File: config.mk
export PLATFORM = sky130hd
export DESIGN_NAME = uart_prog_loader
export DESIGN_NICKNAME = d
export VERILOG_FILES = /design/src/rtl/uart_prog_loader.sv
export SDC_FILE = /design/constraint.sdc
export NUM_CORES = 1
export LEC_CHECK = 0
export BUFFER_PORTS_ARGS = -buffer_cell sky130_fd_sc_hd__buf_2
export CAP_MARGIN = 15
export CORE_MARGIN = 2
export CORE_UTILIZATION = 40
export DETAILED_ROUTE_END_ITERATION = 6
export GPL_TIMING_DRIVEN = 0
export PLACE_DENSITY_LB_ADDON = 0.08
export SLEW_MARGIN = 30
export SYNTH_ARGS = -nofsm -noshare
export SYNTH_HDL_FRONTEND = slang
export SYNTH_SLANG_ARGS = --single-unit
export TNS_END_PERCENT = 5
File: constraint.sdc
create_clock -name clk -period 3.2 [get_ports clk]
set_input_delay 0.32 -clock clk [delete_from_list [all_inputs] [get_ports clk]]
set_output_delay 0.32 -clock clk [all_outputs]
set_load 0.05 [all_outputs]
File: src/rtl/uart_prog_loader.sv
// UART program loader: receives a framed, checksummed image over 8N1 serial and
// writes it word by word into memory, holding the core in reset until it is complete.
module uart_prog_loader #(
   parameter int          CLK_FREQ  = 50_000_000,
   parameter int          BAUD      = 115200,
   parameter logic [31:0] BASE_ADDR = 32'h0000_0000,
   parameter int          MAX_WORDS = 2048
) (
   input  logic        clk,
   input  logic        rstn,
   input  logic        uart_rxd,
   output logic        wr_en,
   output logic [31:0] wr_addr,
   output logic [31:0] wr_data,
   output logic        core_rstn,
   output logic        busy,
   output logic        done,
   output logic        err
);

   localparam int          CLKS_PER_BIT = CLK_FREQ / BAUD;
   localparam logic [15:0] BIT_LAST     = 16'(CLKS_PER_BIT - 1);
   localparam logic [15:0] HALF_LAST    = 16'(CLKS_PER_BIT / 2 - 1);
   localparam logic [15:0] MAX_N        = 16'(MAX_WORDS);
   localparam logic [7:0]  SYNC_BYTE    = 8'hA5;

   localparam logic [1:0] RX_IDLE  = 2'd0;
   localparam logic [1:0] RX_START = 2'd1;
   localparam logic [1:0] RX_DATA  = 2'd2;
   localparam logic [1:0] RX_STOP  = 2'd3;

   localparam logic [2:0] ST_IDLE = 3'd0;
   localparam logic [2:0] ST_LEN0 = 3'd1;
   localparam logic [2:0] ST_LEN1 = 3'd2;
   localparam logic [2:0] ST_DATA = 3'd3;
   localparam logic [2:0] ST_CSUM = 3'd4;
   localparam logic [2:0] ST_DONE = 3'd5;
   localparam logic [2:0] ST_ERR  = 3'd6;

   logic        rx_s1, rx_s2, rx_s3;
   logic [1:0]  rx_state;
   logic [15:0] clk_cnt;
   logic [2:0]  bit_idx;
   logic [7:0]  rx_byte;
   logic        byte_valid;
   logic        frame_err;

   logic [2:0]  state;
   logic [15:0] len;
   logic [15:0] word_idx;
   logic [1:0]  byte_cnt;
   logic [23:0] word_buf;
   logic [7:0]  sum;
   logic [15:0] len_new;

   // rx_s3 is the previous synchronised level, used only for falling-edge detection.
   always_ff @(posedge clk or negedge rstn) begin
      if (!rstn) begin
         rx_s1      <= 1'b1;
         rx_s2      <= 1'b1;
         rx_s3      <= 1'b1;
         rx_state   <= RX_IDLE;
         clk_cnt    <= '0;
         bit_idx    <= '0;
         rx_byte    <= '0;
         byte_valid <= 1'b0;
         frame_err  <= 1'b0;
      end else begin
         rx_s1      <= uart_rxd;
         rx_s2      <= rx_s1;
         rx_s3      <= rx_s2;
         byte_valid <= 1'b0;
         frame_err  <= 1'b0;
         case (rx_state)
            RX_IDLE: begin
               if (rx_s3 && !rx_s2) begin
                  clk_cnt  <= '0;
                  rx_state <= RX_START;
               end
            end
            RX_START: begin
               if (clk_cnt == HALF_LAST) begin
                  clk_cnt  <= '0;
                  bit_idx  <= '0;
                  rx_state <= rx_s2 ? RX_IDLE : RX_DATA;
               end else begin
                  clk_cnt <= clk_cnt + 16'd1;
               end
            end
            RX_DATA: begin
               if (clk_cnt == BIT_LAST) begin
                  clk_cnt <= '0;
                  rx_byte <= {rx_s2, rx_byte[7:1]};
                  bit_idx <= bit_idx + 3'd1;
                  if (bit_idx == 3'd7) rx_state <= RX_STOP;
               end else begin
                  clk_cnt <= clk_cnt + 16'd1;
               end
            end
            default: begin
               if (clk_cnt == BIT_LAST) begin
                  clk_cnt    <= '0;
                  byte_valid <= rx_s2;
                  frame_err  <= !rx_s2;
                  rx_state   <= RX_IDLE;
               end else begin
                  clk_cnt <= clk_cnt + 16'd1;
               end
            end
         endcase
      end
   end

   assign len_new = {rx_byte, len[7:0]};

   always_ff @(posedge clk or negedge rstn) begin
      if (!rstn) begin
         state     <= ST_IDLE;
         len       <= '0;
         word_idx  <= '0;
         byte_cnt  <= '0;
         word_buf  <= '0;
         sum       <= '0;
         wr_en     <= 1'b0;
         wr_addr   <= BASE_ADDR;
         wr_data   <= '0;
         core_rstn <= 1'b0;
      end else begin
         wr_en <= 1'b0;
         if (byte_valid || frame_err) begin
            case (state)
               ST_IDLE, ST_ERR: begin
                  if (byte_valid && rx_byte == SYNC_BYTE) begin
                     word_idx <= '0;
                     byte_cnt <= '0;
                     sum      <= '0;
                     state    <= ST_LEN0;
                  end
               end
               ST_LEN0: begin
                  if (frame_err) state <= ST_ERR;
                  else begin
                     len[7:0] <= rx_byte;
                     state    <= ST_LEN1;
                  end
               end
               ST_LEN1: begin
                  if (frame_err || len_new > MAX_N) state <= ST_ERR;
                  else begin
                     len   <= len_new;
                     state <= (len_new == 16'd0) ? ST_CSUM : ST_DATA;
                  end
               end
               ST_DATA: begin
                  if (frame_err) state <= ST_ERR;
                  else begin
                     sum      <= sum + rx_byte;
                     byte_cnt <= byte_cnt + 2'd1;
                     case (byte_cnt)
                        2'd0: word_buf[7:0]   <= rx_byte;
                        2'd1: word_buf[15:8]  <= rx_byte;
                        2'd2: word_buf[23:16] <= rx_byte;
                        default: begin
                           wr_en    <= 1'b1;
                           wr_data  <= {rx_byte, word_buf};
                           wr_addr  <= BASE_ADDR + {14'd0, word_idx, 2'b00};
                           word_idx <= word_idx + 16'd1;
                           if (word_idx == len - 16'd1) state <= ST_CSUM;
                        end
                     endcase
                  end
               end
               ST_CSUM: begin
                  if (frame_err || rx_byte != sum) state <= ST_ERR;
                  else begin
                     state     <= ST_DONE;
                     core_rstn <= 1'b1;
                  end
               end
               ST_DONE: ;
               default: state <= ST_IDLE;
            endcase
         end
      end
   end

   assign busy = (state == ST_LEN0) || (state == ST_LEN1) ||
                 (state == ST_DATA) || (state == ST_CSUM);
   assign done = (state == ST_DONE);
   assign err  = (state == ST_ERR);

endmodule
Word-level counts from Yosys, hierarchy flattened
Cells that the tools add are included.

Add/sub/neg operators: 6. $lt $le $gt $ge: 1. Eq/ne operators: 25. Mux-type cells: 43. Bitwise logic cells: 6. Reduce and logical (&&, ||, !) cells: 32.

Operators by type and width (count): $mux 16 (6); $pmux 16 s2 (2); $add 16x1->16 const B (2); $pmux 8 s2 (2); $mux 3 (9); $mux 8 (3); $reduce_and 4->1 (6); $mux 2 (9); $pmux 3 s6 (1); $eq 16x16->1 (1); $eq 16x8->1 const B (1); $eq 16x9->1 const B (1); $gt 16x12->1 const B (1); $logic_not 16->1 (1); $sub 16x1->16 const B (1); $reduce_and 5->1 (3); $ne 2x2->1 const B (7); $eq 3x3->1 const B (4); $reduce_and 3->1 (3); $add 8x8->8 (1); $eq 8x8->1 const B (1); $mux 1 (8); $ne 8x8->1 (1); $eq 3x2->1 const B (2); other kinds (20) (37).

Register bits: 153. Input port bits: 3. Output and inout port bits: 69.

Depth between registers and ports, before layout
Gate-level depths: netlist of run 1.

Word-level depth: 6. Mapped depth: 8. Gate-level depth less buffers: 8.

Worst setup path before layout of run 1
OpenSTA, ideal clock, no wires.

Path kind: register to register. Start: register rx_byte[1]. End: register word_idx[11]. Arrival: 2.384 ns. Data required time: 3.122 ns. Path slack: 0.738 ns. Stages on the path, launching flop included: 9. Buffers on the path: 2. Period minus slack after synthesis: 2.462 ns. Cell sequence: dfrtp_1 > buf_2 > or3b_1 > nor4_4 > a21oi_2 > or4b_4 > buf_6 > or3_1 > a21oi_1.

Longest elaborated chain between the ends: 4.

RTL lines: from (decl) (line 44) `logic [7:0] rx_byte;`; from (signal assigned) (line 93) `rx_byte <= {rx_s2, rx_byte[7:1]};`; $eq 8x8->1 (line 133) `if (byte_valid && rx_byte == SYNC_BYTE) begin`; $logic_and 1x1->1 (line 133); $ne 2x2->1 (no line); $reduce_and 5->1 (no line); to (signal assigned) (line 167) `word_idx <= word_idx + 16'd1;`; to (decl) (line 50) `logic [15:0] word_idx;`.

No other way between the ends. A chain may end at the register's enable or synchronous reset.

Worst setup path after layout of run 1
Start: register rx_byte[2]. End: register word_idx[13].

Same word-level chain as after synthesis.

==> impl_metrics.tcl, run 1 <==
set metrics [dict create \
    peakVddDrop_mv 0.381 \
    numCtsBuffers 17 \
    leakage_nw 4.39 \
    fin_ws_ns 0.342 \
    mappedNetlistArea_um2 7510 \
    clk_pin_slew_ns 0.07 \
    post-cts-setup-buffers 0 \
    synth_common_cells "150 x dfrtp_1, 94 x mux2_2, 46 x nand2_1" \
    max_freq_mhz 350 \
    synth_cell_types 61 \
    clk_latency_ns 0.43 \
    ant_nets 0 \
    wire_per_inst_um 16.3 \
    antenna_found_initial 0 \
    drt_wl_total_um 16300 \
    syn_inst 661 \
    synth_enable_flop_cells 0 \
    finClkSkew_ns 0.00893 \
    cts_sinks 153 \
    overflow 0 \
    cp_data_required_time_ns 3.55 \
    cts_tree "yes" \
    final_nets 777 \
    ys_ff_latch 153 \
    status "completed" \
    synth_ff_type "dfrtp_1" \
    cp-start-kind "flop" \
    grt_pass1_vias 5195 \
    cp_slowest_cell "or4b_4" \
    report.final.slew_viol_count 0 \
    vias 5212 \
    synthArstFlopShare_pct 100 \
    drt-pass1-iter-count 4 \
    clk_path_buf_depth 2 \
    totalNegativeSetupSlack_ns 0 \
    syn_avg_cell_area_um2 11.4 \
    p_per_area_nw_per_um2 492 \
    io_buffers 55 \
    path_cells "clkbuf_1 -> nand4_1 -> nor4_4 -> a21oi_2 -> or4b_4 -> buf_6 -> or3_1 -> a21oi_1" \
    drc 0 \
    tightest_slew_ns 0.725 \
    synth-seq-area-share_pct 51.0 \
    dieArea_um2 19900 \
    start_util_pct 40.4 \
    syn_to_final_growth_pct 17.3 \
    boundaryPins 72 \
    synth_largest_area_cell "dfrtp_1" \
    slowest_delay_ns 0.58 \
    finalSetupViolations 0 \
    htreeDepth 4 \
    root_buffer "clkbuf_16" \
    ys_warn_count 0 \
    antenna_cells 0 \
    synth_area_leaders "dfrtp_1 50%, mux2_2 14%, xnor2_1 3.3%" \
    drt_iter0_markers 254 \
    synth_top_area_share_pct 50.0 \
    preCtsSetupSlack_ns -0.0539 \
    die_w_um 141 \
    drive_above_1_share_pct 28.2 \
    end_kind "flop" \
    cp_max_fo 10 \
    coreArea_um2 18600 \
    die_h_um 141 \
    place_hpwl_um 11400 \
    track_usage_pct 17.2 \
    stdcell_count 1001 \
    fin_crit_sh_pct 89.3 \
    synth.most_common_cell "dfrtp_1" \
    grt_pass1_wl_um 26700 \
    placementRows 50 \
    relSlewSlack_pct 50.9 \
    period_needed_ns 2.86 \
    placed_cells 967 \
    crit_family "simple AND/OR/NAND/NOR gates" \
    min_path_type "flop to flop" \
    critPathArrivalTime_ns 3.21 \
    place_congestion 0.823 \
    critPathKind "flop to flop" \
    drt-vias-per-instance 5.21 \
    hold_violations 0 \
    rsz0062_at_grt "false" \
    grt_max_degree 57 \
    maxCapViolations 0 \
    crit_buf_inv 2 \
]
## power by group
| part | switching (W) | internal, W | leakage, nW |
|---|---|---|---|
| Sequential | 0.0000452 | 0.00197 | 2.12 |
| Combinational | 0.000241 | 0.000129 | 2.00 |
| Clock | 0.000827 | 0.00112 | 0.267 |
## state kept, by name, summed over array words and instances, names as in the netlist
register	flops
wr_addr	16
bit_idx	3
sum	8
byte_valid	1
rx_byte	8
rx_s2	1
byte_cnt	2
word_idx	16
core_rstn	1
len	16
wr_data	32
rx_s1	1
word_buf	24
wr_en	1
clk_cnt	16
state	3
rx_s3	1
frame_err	1
rx_state	2
## worst paths after layout
path	start	endpoint	slack, ns	depth (start not counted)
min in group asynchronous	rstn	word_idx[9]	0.39	2
max	rx_byte[2]	word_idx[13]	0.34	8
min	rx_s1	rx_s2	0.36	0
min reg2reg	rx_s1	rx_s2	0.36	0
max reg2reg	rx_byte[2]	word_idx[13]	0.34	8
max in group asynchronous	rstn	len[1]	1.93	4
## per-stage QoR
step	instance area, um^2	hold slack, ns	power [W]	util (%)
3_3_place_gp	8130	0.347	0.00240	43.8
4_1_cts	8800	0.358	0.00439	47.4
3_5_place_dp	8200	0.261	0.00243	44.1
2_1_floorplan	7560	0.0244	0.00231	-
5_1_grt	8810	0.362	0.00453	47.4
6_report	8810	0.356	0.00434	47.4
## layer usage
metal	global-route usage [%]	vias up	wire length, um
met4	7.42	0	300
met1	22.9	2584	7820
met2	27.3	91	7700
met3	3.50	21	477
li1	-	2516	-
met5	0	-	0
## cell type report
type | count | area, um^2
tap | 234 | 293
buffer | 43 | 239
clock buffer | 20 | 457
fill | 1713 | 9770
clock inverter | 12 | 115
timing repair buffer | 59 | 360
inverter | 17 | 63.8
sequential | 153 | 3830
multi-input combinational | 463 | 3450
## kinds of logic (layout without fill, tap and decap cells)
logic type	after synthesis	after routing	share of synthesized area, %
buffers and inverters	60	151	4.03
AOI/OAI and AO/OA	99	99	8.75
other	1	16	0.0499
and+or+nand+nor	191	191	13.6
xor gates and xnor gates	42	42	4.90
adders and majority gates	20	20	3.43
muxes	95	95	14.2
DFF	153	153	51.0
## cells in the final DEF, fill, tap and decap left out, drive strengths merged, types with 3 or more instances in the layout
cell type and n:
o21bai 4, xnor2 28, and3 7, a21oi 24, nor4 5, dfrtp 150, clkbuf 39, a21o 6
mux2 94, nand2 46, nor3b 3, clkinvlp 5, nor2b 11, o31ai 6, nand3 23, a22o 5
or3 14, buf 81, conb 16, nor2 38, dfstp 3, nor3 12, nand4 8, a2111oi 3
o21ai 31, and2 4, xor2 14, nor4b 4, inv 21, ha 19, or4 5
## timing repair
item	in CTS	in global routing
hold buffers	2	0
gates resized for setup	1	0
setup endpoints to repair	2	0
endpoints found under the hold margin	47	0
No activity file was read; power rests on OpenSTA's default activity.
==> run 2: changes to the inputs <==
CORE_MARGIN = default   (was 2)
SLEW_MARGIN = default   (was 30)
==> run 2 against run 1 <==
Effect of this change: combinational power barely moved; the flow now finishes with violations (design-rule violations, negative hold slack); wire length rose by 0.91%; sequential power barely moved; clock-buffer cell count fell by 3; die area fell by 2.8%; cell area fell by 0.40%; utilization rose by 0.77 points; clock power barely moved; hold slack got worse by 0.36 ns; sequential share of layout area rose by 0.17 points.
==> impl_metrics.tcl, run 2 (synthesis results as in run 1) <==
set metrics [dict create \
    critPathArrivalTime_ns 3.29 \
    cp_data_required_time_ns 3.54 \
    dieArea_um2 19300 \
    numCtsBuffers 17 \
    clk_pin_slew_ns 0.06 \
    io_buffers 55 \
    ant_nets 0 \
    tightest_slew_ns 1.03 \
    final_nets 776 \
    reg2reg_setup_slack_ns 0.26 \
    peakVddDrop_mv 0.330 \
    report.final.slew_viol_count 0 \
    syn_to_final_growth_pct 16.8 \
    intPower_w 0.00320 \
    combPwrFrac_pct 8.4 \
    drt_wl_total_um 16500 \
    drt-pass1-iter-count 7 \
    finalSetupViolations 0 \
    fin_ws_ns 0.257 \
    grt_pass1_wl_um 27700 \
    final_util_pct 48.2 \
    track_usage_pct 18.3 \
    violations "design-rule violations, negative hold slack" \
    fillers 1691 \
    overflow 0 \
    relSlewSlack_pct 30.2 \
    drt_iter0_markers 321 \
    vias 5292 \
    place_congestion 0.839 \
    boundaryPins 72 \
    final_cell_mix "150 x dfrtp_1, 94 x mux2_2, 57 x buf_2" \
    mostFrequentLayoutCell "dfrtp_1" \
    clk_path_buf_depth 2 \
    root_buffer "clkbuf_16" \
    r2r_start "rx_byte[2]" \
    start_util_pct 41.2 \
    finalHoldWorstSlack_ns -0.000917 \
    htreeDepth 4 \
    fin_crit_sh_pct 92.0 \
    grt_pass1_vias 5306 \
    p_per_area_nw_per_um2 497 \
    maxCapViolations 0 \
    power_w 0.00436 \
    hold_violations 1 \
    cp-start-kind "flop" \
    die_w_um 139 \
    largest_reg_flops 32 \
    coreArea_um2 18200 \
    preCtsSetupSlack_ns -0.154 \
    power_frac_clock_pct 45.4 \
    drive_above_1_share_pct 28.2 \
    p_switching_w 0.00116 \
    leakage_nw 4.40 \
    antenna_cells 0 \
    min_path_type "primary input to async pin" \
    rr_worst_depth 8 \
    clk_latency_ns 0.43 \
    period_needed_ns 2.94 \
    cts_tree "yes" \
    cp_max_fo 10 \
    place_hpwl_um 11600 \
    end_kind "flop" \
    drc 2 \
    largestRegisters "wr_data (32), word_buf (24)" \
    critPathKind "flop to flop" \
    placementRows 49 \
    regMostFlops "wr_data" \
    grt_max_degree 99 \
    seqPwrFrac_pct 46.2 \
    die_h_um 139 \
    finClkSkew_ns 0.0163 \
    multi_input_area_um2 3440 \
    cts_sinks 153 \
    swShare_pct 26.6 \
    antenna_found_initial 0 \
    rsz0062_at_grt "false" \
    wire_per_inst_um 16.5 \
    r2r_end "word_idx[13]" \
    status "finished, violations left" \
    seqCellArea_um2 3830 \
    drt-vias-per-instance 5.32 \
    max_freq_mhz 340 \
]
run 2: cell count changes in the layout (fill, tap and decap cells not counted), moves of 2 or more:
cell	before	now
clkinvlp_4	5	1
clkinv_4	0	2
inv_6	3	5
clkbuf_8	2	0
inv_8	1	3
run 2: final cells by class:
class,count,share of cell area [%]
clock buffers,17,4.85
inverters,17,0.728
well taps,229,3.27
multi-input cells,463,39.2
plain buffers,43,2.72
clock inverters,15,1.81
flip-flops and latches,153,43.7
repair buffers,58,3.69
run 2: timing repair:
action,4_1_cts,5_1_grt
gates resized for setup,1,1
setup endpoints to repair,3,3
hold endpoints to repair,1,0
buffers inserted,0,0
pin swaps,0,0
hold buffers,1,0
run 2: how the worst max path moves through the flow:
stage                               to  slack (ns)        from
after floorplan           word_idx[11]        0.74  rx_byte[1]
final                     word_idx[13]        0.26  rx_byte[2]
after CTS                     state[1]        0.13      len[0]
after global routing      word_idx[10]        0.03  rx_byte[2]
after detailed placement      state[1]       -0.15      len[0]
after global placement      clk_cnt[6]       -0.42        rstn
run 2: metrics by stage:
step / std cells / TNS (ns) / cell area [um^2]
after floorplan: 676 / 0 / 7560
after global placement: 960 / -62.08 / 8130
after detailed placement: 961 / -0.243 / 8160
after CTS: 994 / 0 / 8760
after global routing: 995 / 0 / 8770
final: 995 / 0 / 8770
run 2: power by group through the flow:
stage	Sequential (W)	Combinational (W)	Clock, W
floorplan	0.00204	0.000267	0
CTS	0.00201	0.000367	0.00204
finish	0.00201	0.000368	0.00198
detailed placement	0.00205	0.000364	0
global placement	0.00205	0.000351	0
global route	0.00202	0.000416	0.00212
run 2: routing by layer:
layer  up-vias  wire (um)  track usage (%)
li1       2512          -                -
met1      2673       7630             23.7
met2        89       8110             30.6
met3        18        462             3.45
met4         0        261             6.67
met5         -          0                0
run 2: worst max-delay path, stage by stage (launching register included):
cell	delay, ns
dfrtp_1	0.35
clkbuf_1	0.51
nand4_1	0.24
nor4_4	0.37
a21oi_2	0.18
or4b_4	0.58
buf_6	0.16
or3_1	0.30
a21oi_1	0.16
==> run 3: changes to the inputs <==
RECOVER_POWER = 25   (was default)
==> run 3 against run 2 <==
Effect of this change: the flow finishes with violations (design-rule violations, max-capacitance violations, max-slew violations); setup slack lost 0.012 ns; power is essentially flat; fmax is 0.39% lower; critical endpoint unchanged.
==> impl_metrics.tcl, run 3 (synthesis results as in run 1) <==
set metrics [dict create \
    status "finished, violations left" \
    violations "design-rule violations, max-capacitance violations, max-slew violations" \
    met1_length_um 7580 \
    grt_pass1_vias 5306 \
    antenna_found_initial 0 \
    cp_max_fo 10 \
    drive_above_1_share_pct 28.1 \
    rsz0062_at_grt "false" \
    p_per_area_nw_per_um2 498 \
    finClkSkew_ns 0.0167 \
    power_frac_clock_pct 45.4 \
    fin_crit_sh_pct 92.3 \
    peakVddDrop_mv 0.329 \
    combPwrFrac_pct 8.5 \
    die_h_um 139 \
    critPathArrivalTime_ns 3.30 \
    totalNegativeSetupSlack_ns 0 \
    cts_sinks 153 \
    numCtsBuffers 17 \
    intPower_w 0.00320 \
    overflow 0 \
    leakage_nw 4.39 \
    period_needed_ns 2.95 \
    syn_to_final_growth_pct 16.7 \
    drt_iter0_markers 321 \
    root_buffer "clkbuf_16" \
    track_usage_pct 18.3 \
    cp-start-kind "flop" \
    end_kind "flop" \
    grt_pass1_wl_um 27700 \
    cp_data_required_time_ns 3.54 \
    hold_violations 0 \
    largestRegisters "wr_data (32), word_buf (24)" \
    wire_per_inst_um 16.5 \
    max_freq_mhz 338 \
    grt_max_degree 99 \
    critPathKind "flop to flop" \
    drc 2 \
    clk_latency_ns 0.43 \
    htreeDepth 4 \
    start_util_pct 41.2 \
    dieArea_um2 19300 \
    clk_path_buf_depth 2 \
    finalSetupViolations 0 \
    antenna_cells 0 \
    final_nets 776 \
    regMostFlops "wr_data" \
    drt-vias-per-instance 5.29 \
    boundaryPins 72 \
    placed_cells 961 \
    final_cell_mix "150 x dfrtp_1, 94 x mux2_2, 57 x buf_2" \
    io_buffers 55 \
    stdcell_count 995 \
    fillers 1693 \
    maxCapViolations 1 \
    highest_layer "met4" \
    relSlewSlack_pct -61.9 \
    coreArea_um2 18200 \
    die_w_um 139 \
    route.met2.wl_um 8080 \
    met3_length_um 522 \
    mostFrequentLayoutCell "dfrtp_1" \
    swShare_pct 26.6 \
    min_path_type "flop to flop" \
    ant_nets 0 \
    place_hpwl_um 11600 \
    finalHoldWorstSlack_ns 0.364 \
    report.final.slew_viol_count 98 \
    vias 5261 \
    cts_tree "yes" \
    post-cts-setup-buffers 0 \
    drt-pass1-iter-count 6 \
    p_switching_w 0.00116 \
    tightest_slew_ns 2.43 \
    drt_wl_total_um 16400 \
    seqPwrFrac_pct 46.2 \
    largest_reg_flops 32 \
    final_util_pct 48.1 \
    power_w 0.00436 \
    clk_pin_slew_ns 0.06 \
    place_congestion 0.839 \
    placementRows 49 \
]
run 3: cell count changes in the layout (fill, tap and decap cells not counted):
cell      change
buf_6         -1
clkbuf_2      +1
dfstp_1       +1
dfstp_2       -1
run 3: repair_timing:
action / in CTS / in global routing
endpoints found under the setup margin: 3 / 3
hold buffers: 1 / 0
resized for setup: 1 / 1
hold endpoints to repair: 1 / 0
run 3: stage by stage:
step           worst slack (ns)  area, um^2
6_report                  0.246        8760
5_1_grt                  0.0282        8760
4_1_cts                   0.132        8760
3_5_place_dp             -0.154        8160
3_3_place_gp             -0.425        8130
2_1_floorplan             0.738        7560
run 3: worst paths after layout:
| path | start | endpoint | slack, ns | cells after the start |
|---|---|---|---|---|
| max in group asynchronous | rstn | rx_byte[3] | 1.16 | 1 |
| hold / removal | rx_s1 | rx_s2 | 0.36 | 0 |
| setup reg to reg | rx_byte[2] | word_idx[13] | 0.25 | 8 |
| setup / recovery | rx_byte[2] | word_idx[13] | 0.25 | 8 |
| hold reg to reg | rx_s1 | rx_s2 | 0.36 | 0 |
| min in group asynchronous | rstn | wr_addr[13] | 0.64 | 1 |
run 3: cell type report:
type / count / area, um^2 / share of cell area (%)
buffer: 43 / 239 / 2.73
inverter: 17 / 63.8 / 0.728
clock buffer: 17 / 425 / 4.85
clock inverter: 15 / 159 / 1.81
tap: 229 / 287 / 3.27
sequential: 153 / 3830 / 43.7
multi-input combinational: 463 / 3440 / 39.3
timing repair buffer: 58 / 318 / 3.63
run 3: worst max-delay path: stages (launching register included):
cell and delay (ns):
dfrtp_1 0.35, clkbuf_1 0.52, nand4_1 0.24, nor4_4 0.37, a21oi_2 0.18, or4b_4 0.58, buf_6 0.16, or3_1 0.30
a21oi_1 0.16
run 3: metal layers:
| metal | global-route usage, % | up-vias |
|---|---|---|
| met4 | 6.67 | 0 |
| li1 | - | 2513 |
| met1 | 23.7 | 2654 |
| met2 | 30.6 | 76 |
| met5 | 0 | - |
| met3 | 3.45 | 18 |
run 3: power by group through the flow:
stage          Combinational, W  Clock [W]  Sequential (W)
2_1_floorplan          0.000267          0         0.00204
3_3_place_gp           0.000351          0         0.00205
3_5_place_dp           0.000364          0         0.00205
4_1_cts                0.000367    0.00204         0.00201
5_1_grt                0.000415    0.00212         0.00202
6_report               0.000369    0.00198         0.00201
